<file path="config.mk">
export PLATFORM = sky130hd
export DESIGN_NAME = apb_wait_responder
export DESIGN_NICKNAME = d
export VERILOG_FILES = /design/src/rtl/apb_wait_responder.sv
export SDC_FILE = /design/constraint.sdc
export NUM_CORES = 1
export LEC_CHECK = 0
export BUFFER_PORTS_ARGS = -buffer_cell sky130_fd_sc_hd__buf_2
export CAP_MARGIN = 20
export CELL_PAD_IN_SITES_DETAIL_PLACEMENT = 0
export CELL_PAD_IN_SITES_GLOBAL_PLACEMENT = 1
export CORE_AREA = 4 4 215 321
export DETAILED_ROUTE_END_ITERATION = 12
export DIE_AREA = 0 0 219 325
export GPL_ROUTABILITY_DRIVEN = 0
export PLACE_DENSITY_LB_ADDON = 0.1
export SYNTH_ARGS = -nofsm -noshare
export SYNTH_HDL_FRONTEND = slang
export SYNTH_SLANG_ARGS = --single-unit
export TNS_END_PERCENT = 1
</file>
<file path="constraint.sdc">
create_clock -name clock -period 3.26 [get_ports clock]
set_input_delay 0.652 -clock clock [delete_from_list [all_inputs] [get_ports clock]]
set_output_delay 0.652 -clock clock [all_outputs]
set_load 0.01 [all_outputs]
</file>
<file path="src/rtl/apb_wait_responder.sv">
// APB completer with a word register file and a fixed number of
// wait states inserted before every completion.
module apb_wait_responder #(
  parameter int DEPTH = 16,
  parameter int WAIT  = 2
) (
  input  logic        clock,
  input  logic        reset,
  input  logic [31:0] in_paddr,
  input  logic        in_psel,
  input  logic        in_penable,
  input  logic [2:0]  in_pprot,
  input  logic        in_pwrite,
  input  logic [31:0] in_pwdata,
  input  logic [3:0]  in_pstrb,
  output logic        in_pready,
  output logic [31:0] in_prdata,
  output logic        in_pslverr
);

  localparam int AW = $clog2(DEPTH);

  typedef enum logic {
    IDLE,
    ACCESS
  } state_e;

  state_e      state_q, state_d;
  logic [7:0]  cnt_q, cnt_d;
  logic [31:0] mem_q [DEPTH];

  logic [AW-1:0] idx;
  logic          err;
  logic          done;
  logic          we;
  logic          unused_prot;

  assign unused_prot = ^in_pprot;

  assign idx = in_paddr[AW+1:2];
  assign err = (in_paddr[1:0] != 2'b00)
             | (in_paddr[31:AW+2] != '0);

  // Reset gates completion so an in-flight transfer never responds.
  assign done = (state_q == ACCESS) & in_psel
              & in_penable & (cnt_q == 8'd0)
              & reset;
  assign we   = done & in_pwrite & ~err;

  // Completion-cycle response; everything is zero otherwise.
  always_comb begin
    in_pready  = done;
    in_pslverr = done & err;
    in_prdata  = 32'd0;
    if (done & ~in_pwrite & ~err) begin
      in_prdata = mem_q[idx];
    end
  end

  // Next-state and wait counter.
  always_comb begin
    state_d = state_q;
    cnt_d   = cnt_q;
    unique case (state_q)
      IDLE: begin
        if (in_psel & ~in_penable) begin
          state_d = ACCESS;
          cnt_d   = 8'(WAIT);
        end
      end
      ACCESS: begin
        if (!in_psel) begin
          state_d = IDLE;
        end else if (!in_penable) begin
          cnt_d = 8'(WAIT);
        end else if (cnt_q != 8'd0) begin
          cnt_d = cnt_q - 8'd1;
        end else begin
          state_d = IDLE;
        end
      end
    endcase
  end

  // State register.
  always_ff @(posedge clock) begin
    if (!reset) begin
      state_q <= IDLE;
      cnt_q   <= 8'd0;
    end else begin
      state_q <= state_d;
      cnt_q   <= cnt_d;
    end
  end

  // Register file with byte-lane writes at completion.
  always_ff @(posedge clock) begin
    if (!reset) begin
      for (int w = 0; w < DEPTH; w++) begin
        mem_q[w] <= 32'd0;
      end
    end else if (we) begin
      for (int i = 0; i < 4; i++) begin
        if (in_pstrb[i]) begin
          mem_q[idx][8*i +: 8] <= in_pwdata[8*i +: 8];
        end
      end
    end
  end

endmodule
</file>
# Word level (Yosys, flattened, before mapping)
# Memory sizes are Yosys's and may differ from the RTL's.
# Index checks and enable logic that the tools add are counted.
[word_totals] input_bits=76 ramBits=512 memories=1 romBits=0 latchBits=0 register_bits=9 wordCells=59
[memory_table] name="mem_q" depth=16 word_bits=32 read_ports=1 rd_clocked_by_memory_dff=0 write_ports=16 line="30" rtl="logic [31:0] mem_q [DEPTH];"
[op_classes] bitwise=15 eq_ne=3 muxes=31 shifts=0 n_mul=0 magnitude_cmp=0 n_addsub=1 reduce_logical=6 div=0
[op_table] op="32-bit two-way mux" count=2
[op_table] op="8-bit two-way mux" count=4
[op_table] op="32-bit OR reduction" count=1
[op_table] op="26-bit nonzero test" count=1
[op_table] op="1-bit two-way mux" count=21
[op_table] op="8-bit one-hot mux with 2 select lines" count=1
[op_table] op="1-bit AND" count=10
[op_table] op="8-bit logical NOT" count=1
[op_table] op="4-bit two-way mux" count=2
[op_table] op="8-bit nonzero test" count=1
[op_table] op="8-bit by 1-bit subtractor with 8-bit output, second input constant" count=1
[op_table] op="2-bit inequality test, second input constant" count=2
[op_table] op="1-bit NOT" count=4
[op_table] op="3-bit by 2-bit inequality test with 1-bit output, second input constant" count=1
[op_table] op="3-bit AND reduction" count=1
[op_table] op="1-bit one-hot mux with 2 select lines" count=1
[op_table] op="2-bit nonzero test" count=1
[op_table] op="1-bit OR" count=1

# Depth between registers and ports, before layout
[depth] word_depth=11 ltp_mapped=8 ltp_nobuf=6

# Worst setup path after synthesis
# No wires, ideal clock.
[synth_timing] kind="input -> register" start="in in_paddr[18]" end="mem mem_q[10][0], enable pin" path_buffers=2 path_stages=6 path_slack_ns=0.209 arrival_time_ns=2.667 cell_sequence="nor4_1 -> and3_1 -> buf_1 -> nand4_1 -> clkbuf_1 -> o21ai_0"
[synth_lines] item="start: declaration" line="9" rtl="input logic [31:0] in_paddr,"
[synth_lines] item="end: declaration" line="30"

# Worst setup path after layout
[layout_timing] start="reg cnt_q[0]" end="out in_prdata[19]"
[layout_via] elab_chain_len=6
[layout_lines] item="start: declaration" line="29" rtl="logic [7:0] cnt_q, cnt_d;"
[layout_lines] item="start signal: assignment" line="92" rtl="cnt_q <= cnt_d;"
[layout_lines] item="8-bit logical NOT" line="46" rtl="& in_penable & (cnt_q == 8'd0)"
[layout_lines] item="1-bit AND" line="46"
[layout_lines] item="1-bit AND" line="47" rtl="& reset;"
[layout_lines] item="1-bit AND (2 in a row)" line="55" rtl="if (done & ~in_pwrite & ~err) begin"
[layout_lines] item="32-bit two-way mux" line="55"
[layout_lines] item="end: declaration" line="17" rtl="output logic [31:0] in_prdata,"
# No other way between the ends.

==> metrics.md <==
| Metric | Value |
|---|---|
| Clock sink count | between 500 and 600 |
| Total number of vias | about 14000 |
| Die Height | 325 µm |
| Path type of the worst setup path | flip-flop to output pin |
| Mapped cell area | 23000 µm² |
| Non-Filler Instances | approximately 2700 |
| Pre-antenna DRT Iters | 5 |
| Layout area overhead | 18.4% |
| Period utilization | 0.987 |
| Clk_lat worst skew | 0.59 ns |
| CTS Buffer Depth | 3 |
| Die width | ~220 µm |
| Initial detailed-routing violation count | around 1000 |
| Max Cap Violations | 0 |
| Setup violations, final | 0 |
| Largest net degree at the start of global routing | 56 |
| Initial Util | 0.345 |
| Pwr/cell area | 535 nW/µm² |
| DR vias/cell | approximately 5.2 |
| Share of cells above drive strength 1 | 0.278 |
| Sequential share of the synthesized area | 0.677 |
| # rows | between 100 and 150 |
| Fmax | ~0.31 GHz |
| Core footprint | between 60000 and 70000 µm² |
| Worst clock skew | roughly 0.01 ns |
| Crit. End Element | output pin |
| DR DRC count | 0 |
| Routed WL per cell | around 25 µm |
| CTS clk-pin slew, worst paths | roughly 0.060 ns |
| Vias in the first global route | about 15000 |
| Crit-path cells | inv_1, ha_1, nand4b_1, nor4_4, nand4b_2, buf_12, a21oi_1, buf_2 |
| Startpoint types | flip-flop |
| Worst Hold Class | input pin to flip-flop |
| Yosys warning count | 0 |
| Setup TNS | 0 ns |
| Final min period | around 3.2 ns |
| CTS tree | done |
| Die area | between 70000 and 80000 µm² |
| Worst-path fanout max | 32 |
| Synth Net Count | between 1500 and 2000 |
| Slew HR | 0.488 |
| Initial antenna violation count | 3 |
| Worst R2R Start | cnt_q[0] |
| First-pass GRT wire length | 101 mm |
| Root buf cell | clkbuf_16 |
| Leakage | approximately 9.3 nW |
| # Post-CTS Setup Buffers | 0 |
| Synthesized flop and latch total | ~520 |
| Worst path max stage delay | between 0.3 and 0.4 ns |
| Buf/Inv on CP | 3 |
| Detailed placement HPWL | between 40 and 50 mm |
| Main synth FF type | edfxtp_1 |
| CP Data Required Time | roughly 2.6 ns |
| Overall routing resource usage | 0.194 |
| Final ANT Viol Nets | 0 |
| RSZ-0062 raised after global routing | true |
| Post-Synthesis Cells | between 1500 and 2000 |
| Input/output buffers | between 100 and 150 |
| Asr flop ratio synth | 0 |
| Crit path launch | cnt_q[0] |
| Nets | about 1900 |
| Netlist cell types | 38 |
| Final Hold Violating Endpoints | 0 |
| Slew @ Worst Pin | roughly 0.77 ns |
| Worst Hold Launch | in_penable |
| Critical path data arrival time | 2.57 ns |
| Status | completed |
| Max-slew violations | 0 |
| Critical-path top delay cell | nor4_4 |
| Syn avg cell area | between 10 and 15 µm² |
| Grt ovf | 0 |
| Inst Count DP | ~2600 |
| Hold WS | 0.433 ns |
| Post-synth EDFFs | around 510 |
| Critical path's top delay family | simple AND/OR/NAND/NOR gates |
| Number of buffers created by CTS | 53 |
| Final WL | about 69 mm |
| H-Tree Depth | 2 |
| # IOs | 110 |
| Peak supply drop | 0.424 mV |
-- layout by cell type (no fill, tap or decap), types with 4 or more instances in the layout --
cell,synthesis,final
a22oi_1,64,64
and3_1,5,5
nor2_1,526,525
nand2b_1,6,6
buf_2,41,104
or3_1,4,4
a21oi_2,0,13
buf_4,2,162
nand4_1,10,10
buf_12,0,13
mux4_2,128,128
o21ai_1,6,6
o21ai_0,61,61
clkinv_2,0,10
o31ai_1,4,4
clkbuf_16,0,55
bufinv_16,0,4
nand4_2,12,12
clkinv_1,0,11
or4_1,4,4
nand3_1,13,13
dfxtp_1,9,9
a21oi_1,38,24
edfxtp_1,512,512
nor4_1,8,8
inv_1,5,5
clkbuf_1,102,15
nand2_1,39,39
nor3_1,6,6
-- state kept, by name (all words and copies together) (netlist names) --
| register | flops |
|---|---|
| cnt_q | 8 |
| mem_q | 512 |
| state_q | 1 |
-- power by group --
group	switching, W	total (W)	internal (W)
clock	0.00256	0.00595	0.00340
combinational	0.000582	0.000988	0.000406
sequential	0.0000549	0.00759	0.00754
-- path summary, 6_finish.rpt --
| check | slack [ns] | end | cells past startpoint |
|---|---|---|---|
| max | 0.04 | in_prdata[19] | 8 |
| min | 0.43 | cnt_q[1] | 4 |
| max reg2reg | 0.64 | mem_q[8][23] | 9 |
| min reg2reg | 0.48 | cnt_q[6] | 2 |
-- worst register-to-register path: cells and delay by family (launching register included) --
kind	cells	cell delay, ns
AO/OA/AOI/OAI	1	0.19
AND/OR/NAND/NOR	3	0.76
flip-flops	1	0.30
adder cells (fa/ha/maj)	1	0.19
buffers and inverters	4	0.89
-- per-stage QoR --
stage / setup WS, ns / instance area [µm²] / utilization / power, W
floorplan: 0.209 / 23000 / - / 0.00828
global placement: 0.0472 / 25400 / 0.383 / 0.00872
detailed placement: 0.0390 / 25400 / 0.383 / 0.00874
CTS: -0.00892 / 27100 / 0.408 / 0.0147
global route: -0.0375 / 27200 / 0.409 / 0.0151
finish: 0.0413 / 27200 / 0.409 / 0.0145
-- cells in the mapped netlist, types with 4 or more instances --
master,instances,share of area
nor2_1,526,0.086
edfxtp_1,512,0.67
mux4_2,128,0.13
clkbuf_1,102,0.017
a22oi_1,64,0.021
o21ai_0,61,0.013
buf_2,41,0.0089
nand2_1,39,0.0064
a21oi_1,38,0.0083
nand3_1,13,0.0028
nand4_2,12,0.0065
buf_1,10,0.0016
nand4_1,10,0.0027
dfxtp_1,9,0.0078
nor4_1,8,0.0022
nand2b_1,6,0.0016
nor3_1,6,0.0013
o21ai_1,6,0.0013
and3_1,5,0.0014
inv_1,5,0.00082
nor2b_1,4,0.0011
o31ai_1,4,0.0013
or3_1,4,0.0011
or4_1,4,0.0013
-- logic make-up after synthesis --
logic type	Yosys count	synth area share
buffers and inverters	162	0.0297
adders and majority gates	2	0.00109
DFF	521	0.677
and+or+nand+nor	646	0.119
muxes	128	0.126
xor gates and xnor gates	1	0.000381
AOI/OAI and AO/OA	176	0.0465
-- repair_timing --
item / CTS / global route
endpoints found under the hold margin: 0 / 0
resized for setup: 12 / 5
setup endpoints to repair: 31 / 26
hold buffers: 0 / 0
pin swaps: 1 / 1
-- per-layer routing --
layer | routed length (µm) | track usage
met3 | 3210 | 0.0270
met2 | 37600 | 0.358
met5 | 0 | 0
met1 | 26600 | 0.235
met4 | 1620 | 0.0513
-- layout make-up --
cell class,count,area [µm²]
timing repair buffer,281,2020
tap,885,1110
sequential,521,15600
inverter,5,18.8
clock inverter,27,229
antenna,3,7.51
multi-input combinational,953,6810
clock buffer,70,1430
fill,6356,39300
(Power assumes the default switching activity.)
